===== config.mk =====
export PLATFORM = sky130hd
export DESIGN_NAME = reduce_arbiter
export DESIGN_NICKNAME = d
export VERILOG_FILES = /design/src/rtl/reduce_arbiter_pkg.sv /design/src/rtl/tag_fifo.sv /design/src/rtl/reduce_arbiter.sv
export SDC_FILE = /design/constraint.sdc
export NUM_CORES = 1
export LEC_CHECK = 0
export ABC_CLOCK_PERIOD_IN_PS = 3750
export BUFFER_PORTS_ARGS = -buffer_cell sky130_fd_sc_hd__buf_4
export CAP_MARGIN = 20
export CORE_AREA = 8 8 164 166
export CTS_BUF_LIST = sky130_fd_sc_hd__clkbuf_8
export DETAILED_ROUTE_END_ITERATION = 12
export DIE_AREA = 0 0 172 174
export PLACE_DENSITY = 0.46
export SLEW_MARGIN = 0
export SYNTH_ARGS = -nofsm -noshare
export SYNTH_HDL_FRONTEND = slang
export SYNTH_HIERARCHICAL = 1
export SYNTH_SLANG_ARGS = --single-unit

===== constraint.sdc =====
create_clock -name clk -period 3.75 [get_ports clk]
set_clock_uncertainty 0.15 [all_clocks]
set_input_delay 0.1875 -clock clk [delete_from_list [all_inputs] [get_ports clk]]
set_output_delay 0.1875 -clock clk [all_outputs]
set_load 0.03 [all_outputs]

===== src/rtl/reduce_arbiter_pkg.sv =====
// Shared types and defaults for the reduce_arbiter slice.
// Holds the tag type, default FIFO depth and a tag-width helper.
`ifndef MAX_EMBEDDING_DIM
`define MAX_EMBEDDING_DIM 8
`endif
`ifndef INTEGER_WIDTH
`define INTEGER_WIDTH 8
`endif

package reduce_arbiter_pkg;

  localparam int DEF_NUM_REQ   = 2;
  localparam int DEF_TAG_DEPTH = 8;

  typedef logic [$clog2(DEF_NUM_REQ)-1:0] tag_t;

  // Tag width that stays legal for a single requester.
  function automatic int tag_w(input int n);
    return (n > 1) ? $clog2(n) : 1;
  endfunction

endpackage


===== src/rtl/tag_fifo.sv =====
// In-flight tag FIFO: push/pop/full/empty plus registered occupancy.
// Ports: clk, rst, push, pop, din, dout (head), full, empty, count.
module tag_fifo
  import reduce_arbiter_pkg::*;
#(
  parameter int DEPTH = DEF_TAG_DEPTH,
  parameter int WIDTH = 1
) (
  input  logic                   clk,
  input  logic                   rst,
  input  logic                   push,
  input  logic                   pop,
  input  logic [WIDTH-1:0]       din,
  output logic [WIDTH-1:0]       dout,
  output logic                   full,
  output logic                   empty,
  output logic [$clog2(DEPTH):0] count
);

  localparam int AW = $clog2(DEPTH);

  logic [WIDTH-1:0] mem [DEPTH];
  logic [AW-1:0]    wp;
  logic [AW-1:0]    rp;

  assign dout  = mem[rp];
  assign full  = (count == (AW+1)'(DEPTH));
  assign empty = (count == '0);

  always_ff @(posedge clk) begin
    if (push) begin
      mem[wp] <= din;
    end
  end

  // Pointers are AW bits wide, so they wrap for free.
  always_ff @(posedge clk) begin
    if (rst) begin
      wp    <= '0;
      rp    <= '0;
      count <= '0;
    end else begin
      if (push) begin
        wp <= wp + 1'b1;
      end
      if (pop) begin
        rp <= rp + 1'b1;
      end
      case ({push, pop})
        2'b10:   count <= count + 1'b1;
        2'b01:   count <= count - 1'b1;
        default: count <= count;
      endcase
    end
  end

endmodule


===== src/rtl/reduce_arbiter.sv =====
// Round-robin front end sharing one tree_reduce among NUM_REQ users.
// Ports: req_* (requests in), tree_* (tree side), rsp_* (responses),
// inflight_cnt (tags outstanding). Macro REDUCE_ARB_PRIO_EN gives
// requester 0 fixed priority over the round-robin group.
module reduce_arbiter
  import reduce_arbiter_pkg::*;
#(
  parameter int NUM_REQ   = DEF_NUM_REQ,
  parameter int LEN       = `MAX_EMBEDDING_DIM,
  parameter int W_IN      = 2 * `INTEGER_WIDTH,
  parameter int W_OUT     = W_IN + $clog2(LEN),
  parameter int TAG_DEPTH = DEF_TAG_DEPTH
) (
  input  logic                                       clk,
  input  logic                                       rst,
  input  logic [NUM_REQ-1:0]                         req_vld,
  output logic [NUM_REQ-1:0]                         req_rdy,
  input  logic signed [NUM_REQ-1:0][LEN-1:0][W_IN-1:0] req_list,
  output logic                                       tree_vld_in,
  input  logic                                       tree_rdy_out,
  output logic [LEN-1:0][W_IN-1:0]                   tree_list_in,
  input  logic                                       tree_vld_out,
  output logic                                       tree_rdy_in,
  input  logic signed [W_OUT-1:0]                    tree_sum,
  output logic [NUM_REQ-1:0]                         rsp_vld,
  input  logic [NUM_REQ-1:0]                         rsp_rdy,
  output logic signed [W_OUT-1:0]                    rsp_sum,
  output logic [$clog2(TAG_DEPTH):0]                 inflight_cnt
);

  localparam int TW = tag_w(NUM_REQ);

  logic [TW-1:0] rr_ptr;
  logic [TW-1:0] grant;
  logic [TW-1:0] sel;
  logic [TW-1:0] head;
  logic          any;
  logic          full;
  logic          empty;
  logic          ok;
  logic          live;
  logic          issue;
  logic          resp;
  logic          hold_rr;
  int            idx;

  always_comb begin
    grant = '0;
    any   = 1'b0;
    idx   = 0;
    sel   = '0;
`ifdef REDUCE_ARB_PRIO_EN
    if (req_vld[0]) begin
      any = 1'b1;
    end
`endif
    for (int k = 0; k < NUM_REQ; k++) begin
      idx = int'(rr_ptr) + k;
      if (idx >= NUM_REQ) begin
        idx = idx - NUM_REQ;
      end
      sel = TW'(idx);
`ifdef REDUCE_ARB_PRIO_EN
      if (!any && sel != '0 && req_vld[sel]) begin
`else
      if (!any && req_vld[sel]) begin
`endif
        grant = sel;
        any   = 1'b1;
      end
    end
  end

`ifdef REDUCE_ARB_PRIO_EN
  assign hold_rr = (grant == '0);
`else
  assign hold_rr = 1'b0;
`endif

  // Reset also gates the handshakes so nothing leaks while flushing.
  assign ok           = !full && !rst;
  assign tree_vld_in  = any && ok;
  assign issue        = tree_vld_in && tree_rdy_out;
  assign tree_list_in = req_list[grant];

  always_comb begin
    req_rdy = '0;
    if (issue) begin
      req_rdy[grant] = 1'b1;
    end
  end

  always_ff @(posedge clk) begin
    if (rst) begin
      rr_ptr <= '0;
    end else if (issue && !hold_rr) begin
      rr_ptr <= (grant == TW'(NUM_REQ-1)) ? '0 : grant + 1'b1;
    end
  end

  assign live        = !empty && !rst;
  assign tree_rdy_in = live && rsp_rdy[head];
  assign resp        = tree_vld_out && tree_rdy_in;
  assign rsp_sum     = tree_sum;

  always_comb begin
    rsp_vld = '0;
    if (live && tree_vld_out) begin
      rsp_vld[head] = 1'b1;
    end
  end

  tag_fifo #(
    .DEPTH (TAG_DEPTH),
    .WIDTH (TW)
  ) u_tags (
    .clk   (clk),
    .rst   (rst),
    .push  (issue),
    .pop   (resp),
    .din   (grant),
    .dout  (head),
    .full  (full),
    .empty (empty),
    .count (inflight_cnt)
  );

endmodule


# Word level (Yosys, flattened, before mapping)
# Memories as Yosys holds them, arrays and structs flattened. A register that Yosys moved wholly into a read port is not among the register bits.
# Index checks and enable logic that the tools add are counted.
classes:
  div_mod_pow: 0
  bitwise: 0
  n_addsub: 8
  magnitude_cmp: 8
  n_eq_ne: 3
  shift: 0
  n_reduce_logical: 16
  mux: 26
  mul: 0
ops:
  columns: ["operator", "n"]
  rows:
  - ["$mux 128", 2]
  - ["$mux 1", 17]
  - ["$logic_and 1x1->1", 10]
  - ["$lt 1x2->1 const B", 4]
  - ["$pmux 4 s2", 1]
  - ["$add 3x1->3 const B", 2]
  - ["$mux 3", 2]
  - ["$add 4x1->4 const B", 1]
  - ["$eq 4x4->1 const B", 1]
  - ["$logic_not 1->1", 4]
  - ["$logic_not 4->1", 1]
  - ["$mux 2", 2]
  - ["$sub 4x1->4 const B", 1]
  - ["$add 1x1->2 const B", 1]
  - ["$demux 1 s1", 2]
  - ["$eq 2x1->1 const B", 1]
  - ["$eq 2x2->1 const B", 1]
  - ["$ge 1x1->1 const B", 2]
  - ["$ge 1x2->1 const B", 1]
  - ["$ge 2x2->1 const B", 1]
  - ["$reduce_bool 2->1", 1]
  - ["$sub 1x1->1 const B", 2]
  - ["$add 1x1->1 const B", 1]
totals:
  mem_bits_ro: 0
  in_bits: 283
  n_memories: 1
  register_bits: 11
  ramBits: 8
  elab_cells: 66
  out_inout_bits: 157
  latchBits: 0
memory_table:
  columns: ["name", "depth", "width", "read_ports", "rd_clocked_by_memory_dff", "write_ports", "line", "text"]
  rows:
  - ["u_tags.mem", 8, 1, 1, 1, 1, "tag_fifo.sv:22", "logic [WIDTH-1:0] mem [DEPTH];"]

# Depth between registers and ports, before layout
# Gate-level depths: netlist of run 1.
logic_depth:
  depth_word: 13
  depth_mapped: 12
  mapped_depth_nobuf: 11

# By module
# The synthesis of run 1 kept the hierarchy.
modules_own_cells:
  columns: ["mod", "seq_area_each_um2", "instances", "area_each_um2", "cells_per_inst"]
  rows:
  - ["reduce_arbiter", 20.0, 1, 2324.7, 181]
  - ["tag_fifo", 500.5, 1, 937.1, 83]

# Worst setup path after synthesis of run 1
# No wires, ideal clock.
synth_path:
  path_kind: "register to register"
  startpoint: "register u_tags.count[1]"
  endpoint: "register u_tags.count[3]"
  setup_slack_ns: 0.381
  arrival_ns: 3.095
  path_stages_with_launch: 12
  n_path_buf: 2
  setup_ns: 0.123
  required_time_ns: 3.477
  path_cell_list: "dfxtp_1 buf_4 nor4b_1 nor3_1 and2_1 inv_1 ha_1 buf_6 nor4b_1 o21ai_1 o31ai_1 mux2_1"
synth_via:
  elab_chain_len: 7
  word_cells_on_any_way: 16
synth_lines:
  columns: ["item", "line", "text"]
  rows:
  - ["start, declared", "tag_fifo.sv:17", "output logic [$clog2(DEPTH):0] count"]
  - ["start signal, assigned", "tag_fifo.sv:50", "2'b10: count <= count + 1'b1;"]
  - ["start signal, assigned", "tag_fifo.sv:51", "2'b01: count <= count - 1'b1;"]
  - ["start signal, assigned", "tag_fifo.sv:52", "default: count <= count;"]
  - ["$eq 4x4->1 *", "tag_fifo.sv:27", "assign full = (count == (AW+1)'(DEPTH));"]
  - ["net full", "reduce_arbiter.sv:38", "logic full;"]
  - ["$logic_not 1->1 *", "reduce_arbiter.sv:81", "assign ok = !full && !rst;"]
  - ["$logic_and 1x1->1 *", "reduce_arbiter.sv:81", null]
  - ["$logic_and 1x1->1 *", "reduce_arbiter.sv:82", "assign tree_vld_in = any && ok;"]
  - ["net tree_vld_in", "reduce_arbiter.sv:19", "output logic tree_vld_in,"]
  - ["$logic_and 1x1->1 *", "reduce_arbiter.sv:83", "assign issue = tree_vld_in && tree_rdy_out;"]
  - ["net issue", "reduce_arbiter.sv:42", "logic issue;"]
  - ["$eq 2x1->1 or $eq 2x2->1 (tied branches)", "tag_fifo.sv:49", "case ({push, pop})"]
  - ["$pmux 4 s2 or $reduce_bool 2->1 (tied branches)", null, null]
# Mark *: on every way through the listed nets, which the timed path passes. The rest lies on a longest branch.
# A chain may end at the register's enable or synchronous reset.

==> flow_summary.yaml, run 1 <==
yosys:
  ys_seq_elements: 22
  syn_area_per_cell_um2: 12.4
  synth_edf_count: 8
  ys_types: 35
  synth_warnings: 6
  synth_nets: 552
  synth_ff_type: "dfxtp_1"
  async_flop_share_pct: 0
  netlist_area_um2: 3260
  yosysSeqAreaShare_pct: 16.0
  synth_cells: 264
worst_setup_path:
  cp_data_arrival_time_ns: 3.24
  path_class: "register to register"
  worst_setup_path_end_kind: "register"
  crit_path_start_kind: "register"
  required_ns: 3.80
  reg2reg_slack_ns: 0.56
  cp_max_fo: 5
global_routing:
  grt_max_degree: 85
  gr-usage-all-layers_pct: 12.7
  grt_pass1_vias: 3568
  grt_antenna_before_repair: 0
  overflow: 0
  grt_pass1_wl_mm: 28.0
sta:
  tightest_slew_ns: 0.609
  relSlewSlack_pct: 59.4
  setup_viol_count_final: 0
  finalCriticalPeriod_ns: 3.19
  hold_violations: 0
  setup_tns_ns: 0
  rsz0062_at_grt: "false"
  fin_crit_sh_pct: 85.1
  fmax_ghz: 0.313
  drv_slew: 0
  hold_slack_ns: 0.0170
hold_path:
  hold_path_class: "input pin to register"
placement:
  place.gp.congestion: 0.819
  place.port_buffers: 401
  dp.final_hpwl_mm: 19.1
  dp_cells: 961
floorplanning:
  die_w_um: 172
  initial_utilization_pct: 13.3
  io_pins: 440
  die_h_um: 174
  dieArea_um2: 29900
  core_um2: 24500
  row_count: 58
cts:
  cts_hold_buf: 0
  path_clk_slew_ns: 0.08
  htreeDepth: 1
  clock_latency_ns: 0.26
  cts_setup_buffers: 0
  cts_tree: "done"
  clock-root-buffer: "clkbuf_8"
  postCtsResizedCells: 0
  clk_path_buf_depth: 2
  cts_buffers: 3
  cts_num_sinks: 22
final_layout:
  area_growth_pct: 96.0
  final_cells: 965
  nets: 924
  drive_gt1_share_pct: 85.0
  antenna_cells: 0
flow_run:
  maxCapViolCount: 0
drt:
  detail_route.wl_per_cell_um: 22.3
  totalWireLength_mm: 21.5
  vias_per_cell: 3.59
  drtPass1Iterations: 4
  detail-route-antenna-nets: 0
  vias: 3467
  drt_iter0_drc: 204
  drc_errors: 0
power:
  power_density_nw_per_um2: 233
  power_leakage_nw: 3.36
  ir_worst_vdd_mv: 0.158
run_status:
  status: "complete, no violations"
==> where the power goes <==
part	leakage, nW	internal [mW]	switching (mW)	total [mW]
Sequential	0.187	0.252	0.00675	0.259
Combinational	3.14	0.511	0.497	1.01
Clock	0.0357	0.143	0.0788	0.221
==> cells by family after synthesis <==
| family | after synthesis | synth area share (%) |
|---|---|---|
| buffers and inverters | 39 | 12.7 |
| AOI/OAI and AO/OA | 11 | 2.34 |
| muxes | 136 | 58.8 |
| adders and majority gates | 5 | 1.92 |
| and+or+nand+nor | 45 | 6.71 |
| xor gates and xnor gates | 6 | 1.61 |
| DFF | 22 | 16.0 |
==> critical path, stage by stage (launching register included) <==
cell     delay, ns
dfxtp_1       0.38
mux4_2        0.50
mux2_2        0.32
mux2i_1       0.14
nor2_1        0.32
ha_1          0.34
xor2_1        0.17
ha_1          0.15
a21oi_1       0.05
xor2_1        0.17
or3_1         0.31
a21oi_1       0.13
==> Yosys cell counts, types with 5 or more instances <==
library cell	count	area share [%]
mux2_2	31	11
edfxtp_1	8	7.4
xor2_1	5	1.3
nor2_1	19	2.2
nor3_1	5	0.77
buf_12	10	6.1
dfxtp_1	14	8.6
buf_4	23	5.3
mux2_4	98	45
ha_1	5	1.9
nand2_1	7	0.81
==> layout by cell type, fill, tap and decap left out <==
cell,n
mux2_1,1
and2_1,1
o21ai_1,1
mux4_2,2
buf_12,2
or3_1,1
dfxtp_1,14
mux2_4,98
o21ai_0,2
nor4bb_1,1
a21oi_1,4
clkbuf_8,3
nand2_1,7
xor2_1,5
mux2i_1,4
and3_1,1
inv_1,2
a2111oi_0,1
o31ai_1,1
nor2b_1,3
nor4_1,1
ha_1,5
bufinv_16,1
inv_2,1
mux2_2,31
nand2b_1,4
nor2_1,19
nor4b_1,2
buf_4,401
xnor2_1,1
edfxtp_1,8
a311oi_1,1
o21ai_4,1
nor3_1,5
==> area by class of cell <==
type / count / area [um^2]
Clock buffer: 3 / 41.3
Clock inverter: 1 / 30.0
Inverter: 3 / 11.3
Multi-Input combinational cell: 203 / 2330
Timing Repair Buffer: 403 / 3050
Sequential cell: 22 / 520
Tap cell: 330 / 413
Fill cell: 2684 / 18100
==> final timing paths <==
| path | depth (start not counted) | endpoint | start |
|---|---|---|---|
| hold / removal | 2 | rr_ptr | req_vld[1] |
| setup / recovery | 11 | u_tags/count[2] | register |
| hold reg to reg | 2 | u_tags/wp[0] | u_tags/wp[0] |
| setup reg to reg | 11 | u_tags/count[2] | register |
==> per-layer routing <==
layer | routed length (um) | GRT usage (%)
met3 | 2350 | 4.61
met5 | 0 | 0
met2 | 10700 | 22.1
met4 | 70 | 0.791
met1 | 8390 | 15.4
==> stage by stage <==
| stage | util [%] | instance area, um^2 | power (mW) | setup slack, ns |
|---|---|---|---|---|
| floorplan | - | 3260 | 0.872 | 0.381 |
| detailed placement | 25.8 | 6320 | 1.28 | 0.548 |
| global route | 26.1 | 6390 | 1.55 | 0.331 |
| finish | 26.1 | 6390 | 1.49 | 0.559 |
| global placement | 25.8 | 6320 | 1.28 | 0.545 |
| CTS | 26.1 | 6390 | 1.51 | 0.526 |
(Power assumes the default switching activity.)
==> run 2, diff against run 1 <==
--- a/config.mk
+++ b/config.mk
@@ -8,13 +8,14 @@
 export ABC_CLOCK_PERIOD_IN_PS = 3750
 export BUFFER_PORTS_ARGS = -buffer_cell sky130_fd_sc_hd__buf_4
 export CAP_MARGIN = 20
-export CORE_AREA = 8 8 164 166
+export CORE_AREA = 8 8 165 167
 export CTS_BUF_LIST = sky130_fd_sc_hd__clkbuf_8
 export DETAILED_ROUTE_END_ITERATION = 12
-export DIE_AREA = 0 0 172 174
-export PLACE_DENSITY = 0.46
+export DIE_AREA = 0 0 173 175
+export GPL_ROUTABILITY_DRIVEN = 0
+export PLACE_DENSITY = 0.43
+export REMOVE_ABC_BUFFERS = 1
 export SLEW_MARGIN = 0
 export SYNTH_ARGS = -nofsm -noshare
 export SYNTH_HDL_FRONTEND = slang
-export SYNTH_HIERARCHICAL = 1
 export SYNTH_SLANG_ARGS = --single-unit
==> flow_summary.yaml, run 2 <==
global_routing:
  grt_pass1_wl_mm: 27.4
  grt_antenna_before_repair: 1
  grt_max_degree: 139
  grt_pass1_vias: 3786
  gr-usage-all-layers_pct: 12.2
  overflow: 0
worst_setup_path:
  r2r_end: "u_tags.count[2]"
  ff2ff_path_depth: 11
  cp_data_arrival_time_ns: 3.13
  worst_setup_path_end_kind: "register"
  crit_buf_inv: 1
  path_class: "register to register"
  reg2reg_slack_ns: 0.67
  cp_top_family: "multiplexers"
  cp_slowest_cell: "mux4_1"
  critPathMaxStageDelay_ns: 0.61
  crit_path_cell_trace: "mux4_1, mux2i_4, mux2i_1, inv_1, ha_1, xor2_1, ha_1, a21oi_1, xor2_1, or3_1, a21oi_1"
  cp_max_fo: 5
  crit_path_start_kind: "register"
  required_ns: 3.80
sta:
  setup_viol_count_final: 0
  drv_slew: 0
  fin_crit_sh_pct: 82.2
  layout_setup_ws_ns: 0.668
  hold_violations: 0
  fmax_ghz: 0.324
  relSlewSlack_pct: 34.4
  finalCriticalPeriod_ns: 3.08
  rsz0062_at_grt: "false"
  tightest_slew_ns: 0.984
hold_path:
  hp-start: "rst"
  hold_path_class: "input pin to register"
  hold_end: "u_tags.wp[2]"
  min_path_cells: 2
final_layout:
  drive_gt1_share_pct: 84.5
  nets: 927
  area_growth_pct: 118
  final_cells: 968
  final_area_um2: 6120
  layout_commonest_cell: "buf_4"
  mostFrequentLayoutCells: "buf_4, mux2_2, dfxtp_1"
  antenna_cells: 0
drt:
  detail-route-antenna-nets: 0
  drt_iter0_drc: 81
  vias: 3499
  drc_errors: 0
  totalWireLength_mm: 20.4
  drtPass1Iterations: 4
  vias_per_cell: 3.61
  detail_route.wl_per_cell_um: 21.1
power:
  power_density_nw_per_um2: 239
  power_leakage_nw: 2.91
  ir_worst_vdd_mv: 0.182
  finalPower_mw: 1.47
yosys:
  async_flop_share_pct: 0
  syn_area_per_cell_um2: 10.5
  synthTopCellsByArea: "mux2_2, dfxtp_1, edfxtp_1"
  synth_ff_type: "dfxtp_1"
  ys_types: 37
  synth_top_area_share_pct: 51.6
  synth_warnings: 0
  synthTopCellsByCount: "mux2_2, buf_4, dfxtp_1"
  netlist_area_um2: 2820
  synth_most_common_cell: "mux2_2"
  synth_top_cell_by_area: "mux2_2"
  yosysSeqAreaShare_pct: 18.5
  synth_cells: 268
  synth_edf_count: 8
  ys_seq_elements: 22
placement:
  dp_slack_ns: 0.683
  dp_cells: 964
  dp.final_hpwl_mm: 18.3
  place_area_um2: 6050
  place.port_buffers: 401
floorplanning:
  die_h_um: 175
  io_pins: 440
  dieArea_um2: 30300
  initial_utilization_pct: 11.4
  row_count: 58
  die_w_um: 173
  core_um2: 24700
cts:
  clock_latency_ns: 0.26
  path_clk_slew_ns: 0.09
  clk_path_buf_depth: 2
  cts_num_sinks: 22
  cts_tree: "done"
  postCtsResizedCells: 0
  clock-root-buffer: "clkbuf_8"
  cts_hold_buf: 0
  cts_setup_buffers: 0
  htreeDepth: 1
  cts_buffers: 3
run_status:
  status: "complete, no violations"
flow_run:
  maxCapViolCount: 0
-- run 2: cell families (layout without fill, tap and decap cells) --
| kind of cell | Yosys count | count (layout) | share of synthesized area [%] |
|---|---|---|---|
| xor+xnor | 4 | 4 | 1.24 |
| simple gates | 42 | 42 | 9.02 |
| flops | 22 | 22 | 18.5 |
| mux | 140 | 140 | 57.1 |
| buf+inv | 41 | 411 | 8.49 |
| fa+ha+maj | 5 | 5 | 2.22 |
| compound gates | 14 | 14 | 3.42 |
-- run 2: through the flow --
step / hold slack, ns / util (%) / setup TNS [ns]
after floorplan: 0.107 / - / -576.18
after global placement: 0.225 / 24.5 / 0
after detailed placement: 0.225 / 24.5 / 0
after CTS: 0.0586 / 24.8 / 0
after global routing: 0.0756 / 24.8 / 0
final: 0.0668 / 24.8 / 0
-- run 2: per-layer routing --
metal,part of all wire (%),global-route usage (%)
met5,0.53,2.66
met4,0.21,0.683
met3,13,7.34
met2,51,21.3
met1,35,12.7
-- run 2: area by class of cell --
type,count,area (um^2)
Clock buffer,3,41.3
Clock inverter,1,30.0
Fill cell,2782,18500
Inverter,4,15.0
Multi-Input combinational cell,205,2070
Sequential cell,22,520
Tap cell,330,413
Timing Repair Buffer,403,3040
-- run 2: worst max path at each step --
stage | slack, ns | end | start | depth (start not counted)
after global routing | 0.48 | u_tags.count[2] | register | 11
after global placement | 0.69 | u_tags.count[2] | register | 11
after CTS | 0.66 | u_tags.count[2] | register | 11
after floorplan | -4.42 | req_rdy[0] | req_vld[1] | 2
after detailed placement | 0.68 | u_tags.count[2] | register | 11
final | 0.67 | u_tags.count[2] | register | 11
-- run 2: power breakdown --
group	leakage [nW]	switching, mW	internal [mW]
Clock	0.0357	0.0808	0.143
Combinational	2.68	0.497	0.474
Sequential	0.187	0.0150	0.256
==> run 3, diff against run 2 <==
--- a/config.mk
+++ b/config.mk
@@ -5,15 +5,15 @@
 export SDC_FILE = /design/constraint.sdc
 export NUM_CORES = 1
 export LEC_CHECK = 0
-export ABC_CLOCK_PERIOD_IN_PS = 3750
+export ABC_CLOCK_PERIOD_IN_PS = 2820
 export BUFFER_PORTS_ARGS = -buffer_cell sky130_fd_sc_hd__buf_4
 export CAP_MARGIN = 20
-export CORE_AREA = 8 8 165 167
+export CORE_AREA = 8 8 164 166
 export CTS_BUF_LIST = sky130_fd_sc_hd__clkbuf_8
 export DETAILED_ROUTE_END_ITERATION = 12
-export DIE_AREA = 0 0 173 175
+export DIE_AREA = 0 0 172 174
 export GPL_ROUTABILITY_DRIVEN = 0
-export PLACE_DENSITY = 0.43
+export PLACE_DENSITY = 0.45
 export REMOVE_ABC_BUFFERS = 1
 export SLEW_MARGIN = 0
 export SYNTH_ARGS = -nofsm -noshare
==> constraint.sdc (replaced) <==
create_clock -name clk -period 2.82 [get_ports clk]
set_clock_uncertainty 0.15 [all_clocks]
set_input_delay 0.141 -clock clk [delete_from_list [all_inputs] [get_ports clk]]
set_output_delay 0.141 -clock clk [all_outputs]
set_load 0.03 [all_outputs]
==> flow_summary.yaml, run 3 (same netlist as run 2, synthesis figures left out) <==
sta:
  drv_slew: 0
  relSlewSlack_pct: 69.7
  layout_setup_ws_ns: 0.0578
  rsz0062_at_grt: "true"
  fmax_ghz: 0.362
  hold_violations: 0
  finalCriticalPeriod_ns: 2.76
  setup_viol_count_final: 0
  setup_tns_ns: 0
  tightest_slew_ns: 0.455
  fin_crit_sh_pct: 97.9
global_routing:
  grt_antenna_before_repair: 0
  gr-usage-all-layers_pct: 12.2
  grt_pass1_wl_mm: 27.0
  overflow: 0
  grt_pass1_vias: 3817
  grt_max_degree: 78
cts:
  cts_num_sinks: 22
  clk_path_buf_depth: 2
  cts_tree: "done"
  path_clk_slew_ns: 0.08
  clock_latency_ns: 0.26
  cts_buffers: 3
  clock-root-buffer: "clkbuf_8"
  htreeDepth: 1
placement:
  dp.final_hpwl_mm: 18.0
  place.port_buffers: 401
  dp_slack_ns: -0.0986
drt:
  drt_iter0_drc: 130
  drtPass1Iterations: 4
  vias: 3536
  detail-route-antenna-nets: 0
  vias_per_cell: 3.61
  totalWireLength_mm: 20.0
  detail_route.wl_per_cell_um: 20.4
  drc_errors: 0
floorplanning:
  io_pins: 440
  row_count: 58
  dieArea_um2: 29900
  die_w_um: 172
  core_um2: 24500
  initial_utilization_pct: 11.5
  die_h_um: 174
run_status:
  status: "complete, no violations"
hold_path:
  hold_path_class: "input pin to register"
power:
  power_leakage_nw: 2.96
  ir_worst_vdd_mv: 0.168
  finalPower_mw: 1.97
  power_density_nw_per_um2: 315
worst_setup_path:
  path_class: "register to register"
  worst_setup_path_end_kind: "register"
  crit_path_start_kind: "register"
  cp_data_arrival_time_ns: 2.81
  required_ns: 2.87
  cp_max_fo: 2
flow_run:
  maxCapViolCount: 0
final_layout:
  antenna_cells: 0
  drive_gt1_share_pct: 85.8
  area_growth_pct: 122
  fill_cells: 2728
  layout_commonest_cell: "buf_4"
  multi_input_area_um2: 2080
  ff_latch_area_um2: 522
  nets: 939
  mostFrequentLayoutCells: "buf_4, mux2_2, dfxtp_1"
run 3: cell types whose count changed in the layout (fill, tap and decap cells not counted), moves of 2 or more:
cell	previous run	this run
buf_4	402	413
mux4_2	0	2
mux4_1	2	0
ha_1	5	3
run 3: worst max-delay path: stages, from the launching register on:
cell     delay (ns)
dfxtp_2        0.36
mux4_2         0.53
mux2i_4        0.18
mux2i_1        0.24
inv_1          0.09
ha_2           0.19
xor2_1         0.14
ha_1           0.19
a21oi_2        0.11
xor2_1         0.09
or3_1          0.31
a21oi_1        0.12
run 3: layout make-up:
| class | count | share of cell area (%) |
|---|---|---|
| Sequential cell | 22 | 8.36 |
| Clock inverter | 1 | 0.481 |
| Timing Repair Buffer | 415 | 50.3 |
| Inverter | 4 | 0.240 |
| Multi-Input combinational cell | 205 | 33.4 |
| Clock buffer | 3 | 0.661 |
| Tap cell | 330 | 6.61 |
run 3: final timing paths:
check                     from               to  slack (ns)  depth (start not counted)
setup / recovery      register  u_tags.count[2]        0.06                         11
hold / removal             rst     u_tags.wp[2]        0.02                          2
setup reg to reg      register  u_tags.count[2]        0.06                         11
hold reg to reg   u_tags.rp[2]     u_tags.rp[2]        0.31                          1
run 3: power by group:
part / internal (mW) / leakage, nW / switching (mW) / total (mW)
clock: 0.190 / 0.0357 / 0.106 / 0.296
sequential: 0.341 / 0.187 / 0.0144 / 0.356
combinational: 0.650 / 2.74 / 0.668 / 1.32
total: 1.18 / 2.96 / 0.789 / 1.97
run 3: routing by layer:
metal / wire length (um) / share of wire (%) / up-vias / track usage, %
met5: 103 / 0.52 / - / 2.78
met4: 67 / 0.34 / 2 / 0.647
met3: 2270 / 11 / 8 / 6.31
met2: 10200 / 51 / 180 / 21.4
met1: 7290 / 37 / 1607 / 13.3
li1: - / - / 1739 / -
run 3: repair_timing:
action / in CTS / in global routing
pin swaps: 0 / 2
buffers inserted: 0 / 1
hold buffers: 0 / 0
endpoints found under the setup margin: 2 / 2
cloned: 0 / 0
gates resized for setup: 5 / 2
run 3: metrics by stage:
stage | utilization [%] | hold slack (ns) | instance area, um^2 | instances
after floorplan | - | 0.0601 | 2590 | 231
after global placement | 25.1 | 0.132 | 6150 | 975
after detailed placement | 25.1 | 0.132 | 6150 | 975
after CTS | 25.4 | 0.0222 | 6220 | 979
after global routing | 25.5 | 0.0385 | 6240 | 980
final | 25.5 | 0.0208 | 6240 | 980
